**config.mk**
```make
export PLATFORM = sky130hd
export DESIGN_NAME = pe_traffic_gen_flat
export DESIGN_NICKNAME = d
export VERILOG_FILES = /design/src/rtl/pe_traffic_gen_if.sv /design/src/rtl/pe_traffic_gen.sv /design/src/flat_wrapper.sv
export SDC_FILE = /design/constraint.sdc
export NUM_CORES = 1
export LEC_CHECK = 0
export CAP_MARGIN = 20
export CORE_ASPECT_RATIO = 1.2
export CORE_MARGIN = 4
export CORE_UTILIZATION = 51
export CTS_CLUSTER_DIAMETER = 150
export DETAILED_ROUTE_END_ITERATION = 16
export PLACE_DENSITY_LB_ADDON = 0.15
export SLEW_MARGIN = 20
export SYNTH_ARGS = -nofsm -noshare
export SYNTH_HDL_FRONTEND = slang
export SYNTH_SLANG_ARGS = --single-unit
```
**constraint.sdc**
```tcl
create_clock -name clk -period 4.1 [get_ports clk]
set_clock_uncertainty 0.05 [all_clocks]
set_input_delay 0.615 -clock clk [delete_from_list [all_inputs] [get_ports clk]]
set_output_delay 0.615 -clock clk [all_outputs]
set_load 0.02 [all_outputs]
```
**src/rtl/pe_traffic_gen_if.sv**
```systemverilog
// Packet bus between a PE traffic generator and its HNoC port.
// master = PE side (drives the TX packet and the RX ready),
// slave  = network side (drives TX ready and the RX packet).
interface pe_traffic_gen_if #(
  parameter int ADDR_W = 3,
  parameter int DATA_W = 32
);
  localparam int PKT_W = DATA_W + ADDR_W;

  logic [PKT_W-1:0] o_data;
  logic             o_data_valid;
  logic             i_data_ready;
  logic [PKT_W-1:0] i_data;
  logic             i_data_valid;
  logic             o_data_ready;

  modport master (
    output o_data,
    output o_data_valid,
    input  i_data_ready,
    input  i_data,
    input  i_data_valid,
    output o_data_ready
  );

  modport slave (
    input  o_data,
    input  o_data_valid,
    output i_data_ready,
    output i_data,
    output i_data_valid,
    input  o_data_ready
  );
endinterface

```
**src/rtl/pe_traffic_gen.sv**
```systemverilog
// Synthetic PE endpoint for HNoC benches.
// TX: injects PKT_LIMIT packets {dest, src, seq, pad} with a selectable
// destination pattern and optional idle gap after each accept.
// RX: always ready, counts delivered packets and flags any packet whose
// destination field is not this PE.
module pe_traffic_gen #(
  parameter int ADDRESS   = 0,
  parameter int NUM_PE    = 8,
  parameter int ADDR_W    = 3,
  parameter int DATA_W    = 32,
  parameter int PKT_LIMIT = 100,
  parameter int PATTERN   = 0,
  parameter int INJ_GAP   = 0
) (
  input  logic                 clk,
  input  logic                 rst,
  pe_traffic_gen_if.master     bus,
  input  logic                 i_done,
  output logic [15:0]          o_sent_cnt,
  output logic [15:0]          o_rcvd_cnt,
  output logic                 o_tx_done,
  output logic                 o_err
);

  localparam int PKT_W = DATA_W + ADDR_W;
  localparam logic [ADDR_W-1:0] MY_ADDR   = ADDR_W'(ADDRESS);
  localparam logic [ADDR_W-1:0] NEXT_ADDR = ADDR_W'((ADDRESS + 1) % NUM_PE);
  localparam logic [15:0]       LIMIT     = 16'(PKT_LIMIT);
  localparam logic [7:0]        GAP_LAST  = 8'(INJ_GAP - 1);
  localparam logic [15:0]       LFSR_SEED = 16'(1 + ADDRESS);

  typedef enum logic [2:0] {IDLE, LOAD, SEND, GAP, DONE} tx_state_e;

  tx_state_e        state_q, state_d;
  logic [PKT_W-1:0] data_q, data_d;
  logic             valid_q, valid_d;
  logic [15:0]      sent_q, sent_d;
  logic [15:0]      rcvd_q, rcvd_d;
  logic             tx_done_q, tx_done_d;
  logic             err_q, err_d;
  logic [15:0]      lfsr_q, lfsr_d;
  logic [7:0]       gap_q, gap_d;
  logic             rx_ready_q, rx_ready_d;

  logic [ADDR_W-1:0] dest;
  logic [PKT_W-1:0]  pkt;
  logic [15:0]       sent_inc;
  logic              lfsr_fb;

  // Destination selection and packet assembly from the current LFSR and sequence number.
  always_comb begin
    dest = NEXT_ADDR;
    if (PATTERN == 0) begin
      dest = lfsr_q[ADDR_W-1:0];
      if (dest == MY_ADDR) dest = NEXT_ADDR;
    end else if (PATTERN == 1) begin
      dest = ~MY_ADDR;
    end
    pkt = '0;
    pkt[PKT_W-1 -: ADDR_W]          = dest;
    pkt[PKT_W-1-ADDR_W -: ADDR_W]   = MY_ADDR;
    pkt[PKT_W-1-2*ADDR_W -: 16]     = sent_q;
    lfsr_fb  = lfsr_q[15] ^ lfsr_q[13] ^ lfsr_q[12] ^ lfsr_q[10];
    sent_inc = (sent_q == 16'hFFFF) ? sent_q : sent_q + 16'd1;
  end

  // TX FSM: LOAD builds a packet, SEND holds it until accepted, GAP throttles, DONE is terminal.
  always_comb begin
    state_d   = state_q;
    data_d    = data_q;
    valid_d   = valid_q;
    sent_d    = sent_q;
    tx_done_d = tx_done_q;
    lfsr_d    = lfsr_q;
    gap_d     = gap_q;
    case (state_q)
      IDLE: state_d = LOAD;
      LOAD: begin
        if (!i_done) begin
          data_d  = pkt;
          valid_d = 1'b1;
          state_d = SEND;
        end
      end
      SEND: begin
        if (bus.i_data_ready) begin
          sent_d  = sent_inc;
          valid_d = 1'b0;
          lfsr_d  = {lfsr_q[14:0], lfsr_fb};
          if (sent_inc == LIMIT) begin
            state_d   = DONE;
            tx_done_d = 1'b1;
          end else if (i_done) begin
            state_d = DONE;
          end else if (INJ_GAP > 0) begin
            state_d = GAP;
            gap_d   = 8'd0;
          end else begin
            state_d = LOAD;
          end
        end
      end
      GAP: begin
        if (!i_done) begin
          if (gap_q == GAP_LAST) state_d = LOAD;
          else                   gap_d   = gap_q + 8'd1;
        end
      end
      DONE: state_d = DONE;
      default: state_d = IDLE;
    endcase
  end

  // RX sink: never back-pressures, counts every valid beat, latches misrouted packets.
  always_comb begin
    rcvd_d     = rcvd_q;
    err_d      = err_q;
    rx_ready_d = 1'b1;
    if (bus.i_data_valid) begin
      if (rcvd_q != 16'hFFFF) rcvd_d = rcvd_q + 16'd1;
      if (bus.i_data[PKT_W-1 -: ADDR_W] != MY_ADDR) err_d = 1'b1;
    end
  end

  // State registers with synchronous reset; an in-flight packet is dropped on reset.
  always_ff @(posedge clk) begin
    if (rst) begin
      state_q    <= IDLE;
      data_q     <= '0;
      valid_q    <= 1'b0;
      sent_q     <= 16'd0;
      rcvd_q     <= 16'd0;
      tx_done_q  <= 1'b0;
      err_q      <= 1'b0;
      lfsr_q     <= LFSR_SEED;
      gap_q      <= 8'd0;
      rx_ready_q <= 1'b0;
    end else begin
      state_q    <= state_d;
      data_q     <= data_d;
      valid_q    <= valid_d;
      sent_q     <= sent_d;
      rcvd_q     <= rcvd_d;
      tx_done_q  <= tx_done_d;
      err_q      <= err_d;
      lfsr_q     <= lfsr_d;
      gap_q      <= gap_d;
      rx_ready_q <= rx_ready_d;
    end
  end

  assign bus.o_data       = data_q;
  assign bus.o_data_valid = valid_q;
  assign bus.o_data_ready = rx_ready_q;
  assign o_sent_cnt       = sent_q;
  assign o_rcvd_cnt       = rcvd_q;
  assign o_tx_done        = tx_done_q;
  assign o_err            = err_q;

endmodule

```
**src/flat_wrapper.sv**
```systemverilog
// flat-port wrapper written by rule: the top's interface ports become plain ports
module pe_traffic_gen_flat 
#(
  parameter int ADDRESS   = 0,
  parameter int NUM_PE    = 8,
  parameter int ADDR_W    = 3,
  parameter int DATA_W    = 32,
  parameter int PKT_LIMIT = 100,
  parameter int PATTERN   = 0,
  parameter int INJ_GAP   = 0
)
  (clk, rst, i_done, o_sent_cnt, o_rcvd_cnt, o_tx_done, o_err, bus_o_data, bus_o_data_valid, bus_i_data_ready, bus_i_data, bus_i_data_valid, bus_o_data_ready);
  pe_traffic_gen_if #(.ADDR_W(ADDR_W), .DATA_W(DATA_W)) bus_i ();
  input  logic clk;
  input  logic rst;
  input  logic i_done;
  output logic [15:0] o_sent_cnt;
  output logic [15:0] o_rcvd_cnt;
  output logic o_tx_done;
  output logic o_err;
  output wire logic [$bits(bus_i.o_data)-1:0] bus_o_data;
  output wire logic [$bits(bus_i.o_data_valid)-1:0] bus_o_data_valid;
  input wire logic [$bits(bus_i.i_data_ready)-1:0] bus_i_data_ready;
  input wire logic [$bits(bus_i.i_data)-1:0] bus_i_data;
  input wire logic [$bits(bus_i.i_data_valid)-1:0] bus_i_data_valid;
  output wire logic [$bits(bus_i.o_data_ready)-1:0] bus_o_data_ready;
  assign bus_o_data = bus_i.o_data;
  assign bus_o_data_valid = bus_i.o_data_valid;
  assign bus_i.i_data_ready = bus_i_data_ready;
  assign bus_i.i_data = bus_i_data;
  assign bus_i.i_data_valid = bus_i_data_valid;
  assign bus_o_data_ready = bus_i.o_data_ready;
  pe_traffic_gen #(.ADDRESS(ADDRESS), .NUM_PE(NUM_PE), .ADDR_W(ADDR_W), .DATA_W(DATA_W), .PKT_LIMIT(PKT_LIMIT), .PATTERN(PATTERN), .INJ_GAP(INJ_GAP)) u_core (.clk(clk), .rst(rst), .bus(bus_i), .i_done(i_done), .o_sent_cnt(o_sent_cnt), .o_rcvd_cnt(o_rcvd_cnt), .o_tx_done(o_tx_done), .o_err(o_err));
endmodule
```
==> results of run 1 <==
metal layers:
layer | wire [um] | share of wire [%]
met1 | 3440 | 43
met2 | 4110 | 51
met3 | 334 | 4.2
met4 | 153 | 1.9
met5 | 0 | 0
power by group:
| part | internal (mW) | switching, mW |
|---|---|---|
| clock | 0.318 | 0.278 |
| combinational | 0.0266 | 0.0588 |
| sequential | 0.804 | 0.00857 |
kinds of logic (layout without fill, tap and decap cells):
kind of cell             Yosys count  in the layout  share of synthesized area [%]
other                              1             16                          0.101
buffers and inverters             52             92                           7.03
multiplexers                       4              4                           1.22
AO/OA/AOI/OAI                     74             74                           11.9
XOR/XNOR                          32             32                           7.57
AND/OR/NAND/NOR                  209            209                           26.9
flip-flops                        82             82                           44.3
adder cells (fa/ha/maj)            3              3                           1.01
cell type report:
type / count / share of cell area [%]
well taps: 87 / 2.42
multi-input cells: 338 / 41.4
repair buffers: 66 / 14.3
clock buffers: 13 / 3.53
clock inverters: 3 / 1.03
inverters: 10 / 0.834
flip-flops and latches: 82 / 36.5
registers in the layout (all words and copies together) (netlist names):
register                 cells
u_core.o_err                 1
u_core.gap_q                 8
u_core.bus.o_data_valid      1
u_core.o_sent_cnt           16
u_core.bus.o_data           19
u_core.o_rcvd_cnt           16
u_core.lfsr_q               16
u_core.bus.o_data_ready      1
u_core.state_q               3
u_core.o_tx_done             1
through the flow:
stage / utilization, % / hold WS [ns] / instance area, um2 / setup slack, ns / power, mW
global route: 64.9 / 0.428 / 4500 / 1.35 / 1.55
global placement: 61.9 / 0.388 / 4300 / 1.50 / 0.916
detailed placement: 61.9 / 0.398 / 4300 / 1.48 / 0.918
floorplan: - / 0.382 / 3760 / 1.82 / 0.897
CTS: 64.9 / 0.404 / 4500 / 1.60 / 1.51
finish: 64.9 / 0.402 / 4500 / 1.61 / 1.49
worst max path at each step:
stage / startpoint / to / slack [ns] / cells after the start
3_3_place_gp: i_done / u_core.gap_q[5] / 1.50 / 7
5_1_grt: u_core.o_sent_cnt[0] / u_core.o_tx_done / 1.35 / 7
3_5_place_dp: i_done / u_core.gap_q[5] / 1.48 / 7
6_report: u_core.o_sent_cnt[0] / u_core.state_q[2] / 1.61 / 7
2_1_floorplan: u_core.o_sent_cnt[1] / u_core.o_tx_done / 1.82 / 7
4_1_cts: u_core.o_sent_cnt[0] / u_core.o_tx_done / 1.60 / 7
cells in the final DEF (no fill, tap or decap), drive strengths merged, types with 5 or more instances in the layout:
master	n
nand3	13
nor2	45
clkdlybuf4s50	61
conb	16
a21oi	46
buf	5
xnor2	14
inv	11
nor3	12
dfxtp	82
clkbuf	13
nand4	12
nand2	91
xor2	18
and3	6
o21ai	6
or3	7
Yosys cell counts (2+ instances only):
cell,instances,area (um2)
xnor2_1,14,123
nand3_1,13,65.1
mux2i_1,3,30.0
ha_1,3,37.5
o21a_1,4,30.0
nor4_1,2,12.5
nand2b_1,3,18.8
or3_1,7,43.8
xor2_1,18,158
nand2_1,91,342
nor3b_1,3,22.5
inv_1,10,37.5
o21ai_0,6,30.0
and4_1,4,35.0
clkbuf_1,22,82.6
a31oi_1,3,18.8
nor3_1,12,60.1
a21oi_1,46,230
dfxtp_1,82,1640
nand4_1,11,68.8
nand3b_1,2,15.0
a211oi_1,2,15.0
nor2_1,45,169
buf_4,16,120
nor2b_1,3,18.8
buf_2,4,20.0
and3_1,6,37.5
tightest hold or removal path, cell delays in order (launching register included):
cell and delay, ns:
dfxtp_1 0.31, nand2_1 0.05, a21oi_1 0.05
==> out/results.ini, run 1 <==
[timing]
min_period_over_period_pct = 60.7
tightest_slew_ns = 0.863
maxSlewHeadroom_pct = 42.0
max_clock_freq_ghz = 0.402
rsz0062_at_grt = false
hold_violations = 0
period_minus_slack_ns = 2.49
slew_viol_final = 0
timing.setup.tns_ns = 0
setup_violations = 0

[critical_path]
critical_path.top_delay_family = compound AO/OA/AOI/OAI gates
endpoint_kind = flop
cp_slowest_cell = or4_4
reg2reg_from = u_core.o_sent_cnt[0]
reg2reg_to = u_core.state_q[2]
cp_cell_sequence = ha_1 -> inv_1 -> or4_4 -> mux2_4 -> a211oi_2 -> o2111ai_1 -> a21oi_1
startpoint_type = flop
critical_path_class = reg -> reg
worst_ep_required_time_ns = 4.31
slowest_delay_ns = 0.54
rr_worst_depth = 7
critPathBufInv = 1
path_max_fanout = 9
rrSetupSlack_ns = 1.61
crit_arrival_ns = 2.70

[layout]
regArea_um2 = 1640
num_antenna_cells = 0
stdcell_count = 599
multi_input_area_um2 = 1860
layout.nets = 550
nFillCells = 612
drive_above_1_share_pct = 5.47
syn2layout_area_growth_pct = 21.6

[min_path]
hp-class = reg -> reg
whs_path_depth = 2
hold_end = u_core.lfsr_q[5]
hold_start = u_core.lfsr_q[4]

[clock_tree]
insertion_delay_ns = 0.34
cts_resized = 0
clock_path_buffers = 2
clk_pin_slew_ns = 0.08
ctsHoldBuffers = 0
numCtsBuffers = 9
h-tree-depth = 3
cts_tree = yes
cts_sinks = 82
cts_setup_buffers = 0
root_buffer = clkbuf_8

[pwr]
p_per_area_nw_per_um2 = 332
leakage_nw = 1.54
vdd.ir_drop.worst_mv = 0.194

[grt]
grt_max_degree = 45
busiest_layer = met2
grt_pass1_vias = 3042
antenna_found_initial = 0
grt_overflow = 0
grt_use_total_pct = 19.5
met1_usage_pct = 23.1
met3_usage_pct = 2.85
grt_pass1_wl_mm = 13.9
use_met2_pct = 34.9

[floorplanning]
io_pins = 111
die_area_um2 = 8690
die_w_um = 85.8
row_count = 33
die_h_um = 101
initial_core_util_pct = 53.4
core_region_area_um2 = 6940

[placement]
numPortBuffers = 62
place.gp.congestion = 0.778
dp_hpwl_mm = 5.64
dp_cells = 583

[routing]
drcViolationCount = 0
drt-total-wl_mm = 8.03
wl_per_cell_um = 13.4
vias_per_cell = 5.33
drt_pass1_iterations = 4
first_iter_violations = 120
detail-route-antenna-nets = 0
vias = 3190

[synth]
synthCells = 457
ys_async_sr_fraction_pct = 0
ys_warn_count = 0
synth_seq_cells = 82
syn_area_per_cell_um2 = 8.10
synth_top_flop_cell = dfxtp_1
synth_edf_count = 0
synth_area_um2 = 3700
yosysSeqAreaShare_pct = 44.3
synth.distinct_cells = 49

[job]
max_cap_violations = 0

[run_status]
outcome = complete, no violations

(Power assumes the default switching activity.)
==> run 2: changes to the inputs <==
Settings changed: CORE_UTILIZATION 51 to 47.
Clock period 4.1 ns to 2.3 ns, I/O delays scaled along.
==> run 2 against run 1 <==
- total power up 79%
- worst setup slack worse by 1.5 ns
- critical path depth unchanged
- maximum frequency up 13%
==> out/results.ini, run 2 (synthesized netlist as in run 1, its figures left out) <==
[pwr]
leakage_nw = 1.64  ; +6.5%
swShare_pct = 23.1  ; about the same
combinationalPowerShare_pct = 6.1  ; +0.4 points
p_per_area_nw_per_um2 = 572  ; +72%
vdd.ir_drop.worst_mv = 0.288  ; +48%
power_frac_seq_pct = 54.1  ; -0.3 points
p_total_mw = 2.67  ; +79%
p_clk_share_pct = 39.8  ; about the same
p_int_mw = 2.05  ; +79%
switchingPower_mw = 0.617  ; +79%

[timing]
hold_violations = 0  ; unchanged
min_period_over_period_pct = 96.1  ; +35 points
max_clock_freq_ghz = 0.453  ; +13%
period_minus_slack_ns = 2.21  ; -0.280 ns
tightest_slew_ns = 0.760  ; -0.103 ns
slew_viol_final = 0  ; unchanged
whs_ns = 0.404  ; +0.00163 ns
maxSlewHeadroom_pct = 49.3  ; +7.3 points
setup_violations = 0  ; unchanged

[grt]
grt_use_total_pct = 18.2  ; -1.3 points
grt_max_degree = 42  ; -6.7%
antenna_found_initial = 0  ; unchanged
grt_pass1_wl_mm = 13.8  ; -0.35%
grt_pass1_vias = 3056  ; +0.46%
grt_overflow = 0  ; unchanged

[placement]
dp_hpwl_mm = 5.78  ; +2.6%
place.gp.congestion = 0.798  ; +2.7%
numPortBuffers = 62  ; unchanged
dp_cells = 608  ; +4.3%
placed_area_um2 = 4450  ; +3.6%

[floorplanning]
io_pins = 111  ; unchanged
die_h_um = 105  ; +3.8%
die_area_um2 = 9370  ; +7.8%
row_count = 35  ; +6.1%
core_region_area_um2 = 7660  ; +10%
initial_core_util_pct = 48.3  ; -5.1 points
die_w_um = 89.0  ; +3.8%

[layout]
largest_register_ff_count = 19  ; unchanged
nFillCells = 711  ; +16%
final_common_cell = nand2_1
fin_util_pct = 61.0  ; -3.9 points
final_cell_mix = nand2_1 (91), dfxtp_1 (82), clkdlybuf4s50_1 (61), a21oi_1 (46), nor2_1 (45)
fin_area_um2 = 4670  ; +3.8%
num_antenna_cells = 0  ; unchanged
layout.nets = 570  ; +3.6%
drive_above_1_share_pct = 9.40  ; +3.9 points
stdcell_count = 624  ; +4.2%
syn2layout_area_growth_pct = 26.2

[clock_tree]
ctsHoldBuffers = 0  ; unchanged
clk_pin_slew_ns = 0.08  ; about the same
clock_path_buffers = 2  ; unchanged
numCtsBuffers = 9  ; unchanged
insertion_delay_ns = 0.34  ; about the same
cts_setup_buffers = 0  ; unchanged
cts_sinks = 82  ; unchanged
h-tree-depth = 3  ; unchanged
root_buffer = clkbuf_8
cts_tree = yes

[critical_path]
endpoint_kind = flop
rrSetupSlack_ns = 0.09  ; -1.52 ns
reg2reg_to = u_core.o_tx_done
startpoint_type = flop
rr_worst_depth = 7  ; unchanged
path_max_fanout = 4  ; -5
worst_ep_required_time_ns = 2.51  ; -1.80 ns
critical_path_class = reg -> reg
reg2reg_from = u_core.o_sent_cnt[0]
crit_arrival_ns = 2.42  ; -0.28 ns

[min_path]
whs_path_depth = 2  ; unchanged
hold_start = u_core.lfsr_q[6]
hold_end = u_core.lfsr_q[7]
hp-class = reg -> reg

[run_status]
outcome = complete, no violations

[routing]
drcViolationCount = 0  ; unchanged
first_iter_violations = 110  ; -8.3%
drt_pass1_iterations = 4  ; unchanged
vias = 3221  ; +0.97%
detail-route-antenna-nets = 0  ; unchanged
vias_per_cell = 5.16  ; -3.1%
drt-total-wl_mm = 8.08  ; +0.61%
wl_per_cell_um = 13.0  ; -3.4%

[job]
max_cap_violations = 0  ; unchanged

## run 2: area by class of cell
class | count | area [um2] | area share, %
timing repair buffer | 86 | 796 | 17.0
clock inverter | 3 | 46.3 | 0.990
sequential | 82 | 1640 | 35.1
multi-input combinational | 338 | 1880 | 40.2
clock buffer | 13 | 159 | 3.40
inverter | 10 | 37.5 | 0.803
tap | 92 | 115 | 2.46
## run 2: power by group through the flow
stage | logic (mW) | registers (mW) | clock network, mW
2_1_floorplan | 0.113 | 1.49 | 0
3_3_place_gp | 0.162 | 1.48 | 0
3_5_place_dp | 0.164 | 1.48 | 0
4_1_cts | 0.165 | 1.45 | 1.10
5_1_grt | 0.181 | 1.45 | 1.16
6_report | 0.163 | 1.45 | 1.06
## run 2: stage by stage
| stage | setup TNS [ns] | setup slack [ns] |
|---|---|---|
| 6_report | 0 | 0.0908 |
| 3_3_place_gp | 0 | 0.140 |
| 4_1_cts | 0 | 0.103 |
| 5_1_grt | -0.0765 | -0.0470 |
| 2_1_floorplan | 0 | 0.0164 |
| 3_5_place_dp | 0 | 0.125 |
## run 2: repair_timing
action | in CTS | in global routing
hold endpoints to repair | 0 | 0
setup endpoints to repair | 0 | 2
resized for setup | 0 | 3
## run 2: critical path, stage by stage, from the launching register on
cell	delay, ns
dfxtp_1	0.35
ha_2	0.20
inv_1	0.08
or4_4	0.53
mux2_4	0.33
a211oi_4	0.25
o2111ai_2	0.18
a21oi_1	0.16
## run 2: worst max path at each step
| stage | cells after the start | endpoint | start | slack (ns) |
|---|---|---|---|---|
| floorplan | 7 | u_core.o_tx_done | u_core.o_sent_cnt[1] | 0.02 |
| global placement | 7 | u_core.o_tx_done | u_core.o_sent_cnt[0] | 0.14 |
| detailed placement | 7 | u_core.o_tx_done | u_core.o_sent_cnt[0] | 0.13 |
| CTS | 7 | u_core.o_tx_done | u_core.o_sent_cnt[0] | 0.10 |
| global route | 7 | u_core.o_tx_done | u_core.o_sent_cnt[0] | -0.05 |
| finish | 7 | u_core.o_tx_done | u_core.o_sent_cnt[0] | 0.09 |
## run 2: metal layers
layer,share of wire (%),GRT usage (%),routed length [um],up-vias
li1,-,-,-,1651
met1,45,23.4,3610,1505
met2,51,30.6,4140,56
met3,3.2,2.81,256,9
met4,0.99,6.49,80,0
met5,0,0,0,-
==> run 3: changes to the inputs <==
Settings changed: CAP_MARGIN 20 to unset, RECOVER_POWER set to 100.
==> run 3 against run 2 <==
- largest cell class unchanged
- highest routed layer unchanged
- sequential power about the same
- core utilization decreased by 0.18 points
- wire length decreased by 0.16%
- count of clock-buffer cells in the layout unchanged
- largest power group unchanged
- hold slack about the same
- non-clock buffer count unchanged
- flip-flop and latch count unchanged
==> out/results.ini, run 3 (synthesized netlist as in run 1, its figures left out) <==
[timing]
slew_viol_final = 0  ; unchanged
setup_violations = 0  ; unchanged
period_minus_slack_ns = 2.21  ; -0.00410 ns
hold_violations = 0  ; unchanged
min_period_over_period_pct = 95.9  ; -0.18 points
tightest_slew_ns = 0.843  ; +0.0830 ns
max_clock_freq_ghz = 0.453  ; +0.19%
maxSlewHeadroom_pct = 43.8  ; -5.5 points

[routing]
wl_met2_mm = 4.17  ; +0.65%
route.top_layer_used = met4
wl_per_cell_um = 12.9  ; -0.16%
route.met3.wl_um = 265  ; +3.5%
drcViolationCount = 0  ; unchanged
drt_pass1_iterations = 4  ; unchanged
drt-total-wl_mm = 8.07  ; -0.16%
detail-route-antenna-nets = 0  ; unchanged
first_iter_violations = 115  ; +4.5%
vias_per_cell = 5.20  ; +0.65%
wl_met1_mm = 3.56  ; -1.4%
vias = 3242  ; +0.65%

[pwr]
swShare_pct = 23.2  ; +0.062 points
p_per_area_nw_per_um2 = 572  ; about the same
power_frac_seq_pct = 54.2  ; about the same
leakage_nw = 1.82  ; +11%
p_clk_share_pct = 39.9  ; about the same
switchingPower_mw = 0.618  ; about the same
p_total_mw = 2.67  ; -0.20%
p_int_mw = 2.05  ; -0.28%
combinationalPowerShare_pct = 5.9  ; -0.2 points
vdd.ir_drop.worst_mv = 0.289  ; +0.40%

[job]
max_cap_violations = 0  ; unchanged

[critical_path]
path_max_fanout = 4  ; unchanged
startpoint_type = flop
cp_slowest_cell = or4_4
crit_arrival_ns = 2.42  ; about the same
cp_cell_sequence = ha_2 -> inv_1 -> or4_4 -> mux2_4 -> a211oi_4 -> o2111ai_2 -> a21oi_1
worst_ep_required_time_ns = 2.52  ; about the same
critPathBufInv = 1  ; unchanged
critical_path.top_delay_family = compound AO/OA/AOI/OAI gates
critical_path_class = reg -> reg
endpoint_kind = flop
slowest_delay_ns = 0.53  ; about the same

[clock_tree]
clk_pin_slew_ns = 0.08  ; about the same
cts_sinks = 82  ; unchanged
numCtsBuffers = 9  ; unchanged
insertion_delay_ns = 0.34  ; about the same
cts_tree = yes
root_buffer = clkbuf_8
clock_path_buffers = 2  ; unchanged
h-tree-depth = 3  ; unchanged
ctsHoldBuffers = 0  ; unchanged

[placement]
numPortBuffers = 62  ; unchanged
dp_cells = 608  ; unchanged
place.gp.congestion = 0.798  ; unchanged
dp_hpwl_mm = 5.78  ; unchanged

[floorplanning]
initial_core_util_pct = 48.3  ; unchanged
row_count = 35  ; unchanged
core_region_area_um2 = 7660  ; unchanged
die_area_um2 = 9370  ; unchanged
die_h_um = 105  ; unchanged
die_w_um = 89.0  ; unchanged
io_pins = 111  ; unchanged

[min_path]
hp-class = reg -> reg

[grt]
antenna_found_initial = 0  ; unchanged
grt_use_total_pct = 18.2  ; unchanged
grt_overflow = 0  ; unchanged
grt_pass1_wl_mm = 13.8  ; unchanged
grt_pass1_vias = 3056  ; unchanged
grt_max_degree = 42  ; unchanged

[layout]
final_cell_mix = nand2_1 (91), dfxtp_1 (82), dlygate4sd3_1 (56), a21oi_1 (46), nor2_1 (45)
num_antenna_cells = 0  ; unchanged
final_common_cell = nand2_1
syn2layout_area_growth_pct = 25.8
layout.nets = 570  ; unchanged
largest_register_ff_count = 19  ; unchanged
stdcell_count = 624  ; unchanged
drive_above_1_share_pct = 8.83  ; -0.56 points

[run_status]
outcome = complete, no violations

## run 3: cell types whose count changed in the layout (fill, tap and decap cells not counted)
cell,before,now
clkdlybuf4s50_1,61,5
dlygate4sd3_1,0,56
buf_4,24,20
clkbuf_1,2,5
clkbuf_2,0,1
## run 3: path summary, 6_finish.rpt
kind                                            from                 to  slack, ns  cells after the start
worst max-delay path            u_core.o_sent_cnt[0]   u_core.o_tx_done       0.09                      7
worst min-delay path               u_core.lfsr_q[14]  u_core.lfsr_q[15]       0.40                      2
worst max register to register  u_core.o_sent_cnt[0]   u_core.o_tx_done       0.09                      7
worst min register to register     u_core.lfsr_q[14]  u_core.lfsr_q[15]       0.40                      2
## run 3: worst min-delay path: stages (launching register included)
cell,delay [ns]
dfxtp_1,0.31
nand2_1,0.05
a21oi_1,0.05
## run 3: stage by stage
step | hold slack (ns) | worst slack, ns | TNS (ns) | instance area, um2 | utilization, %
6_report | 0.403 | 0.0949 | 0 | 4660 | 60.8
3_3_place_gp | 0.388 | 0.140 | 0 | 4450 | 58.1
4_1_cts | 0.408 | 0.103 | 0 | 4660 | 60.8
3_5_place_dp | 0.396 | 0.125 | 0 | 4450 | 58.1
2_1_floorplan | 0.382 | 0.0164 | 0 | 3760 | -
5_1_grt | 0.424 | -0.0470 | -0.0765 | 4660 | 60.8
## run 3: area by class of cell
type,count,area [um2]
clock buffers,13,159
clock inverters,3,46.3
fillers,714,3000
inverters,10,37.5
multi-input cells,338,1880
flip-flops and latches,82,1640
well taps,92,115
repair buffers,86,782
## run 3: power groups by stage
stage / registers, mW / logic (mW) / clock network, mW
6_report: 1.45 / 0.157 / 1.06
5_1_grt: 1.45 / 0.175 / 1.16
4_1_cts: 1.45 / 0.165 / 1.10
3_5_place_dp: 1.48 / 0.164 / 0
3_3_place_gp: 1.48 / 0.162 / 0
2_1_floorplan: 1.49 / 0.113 / 0
## run 3: routing by layer
metal	global-route usage (%)	up-vias
li1	-	1651
met5	0	-
met4	6.49	0
met2	30.6	57
met3	2.81	9
met1	23.4	1525
## run 3: repair_timing
item                                    4_1_cts  5_1_grt
buffers inserted                              0        0
endpoints found under the hold margin         0        0
endpoints found under the setup margin        0        2
resized for setup                             0        3
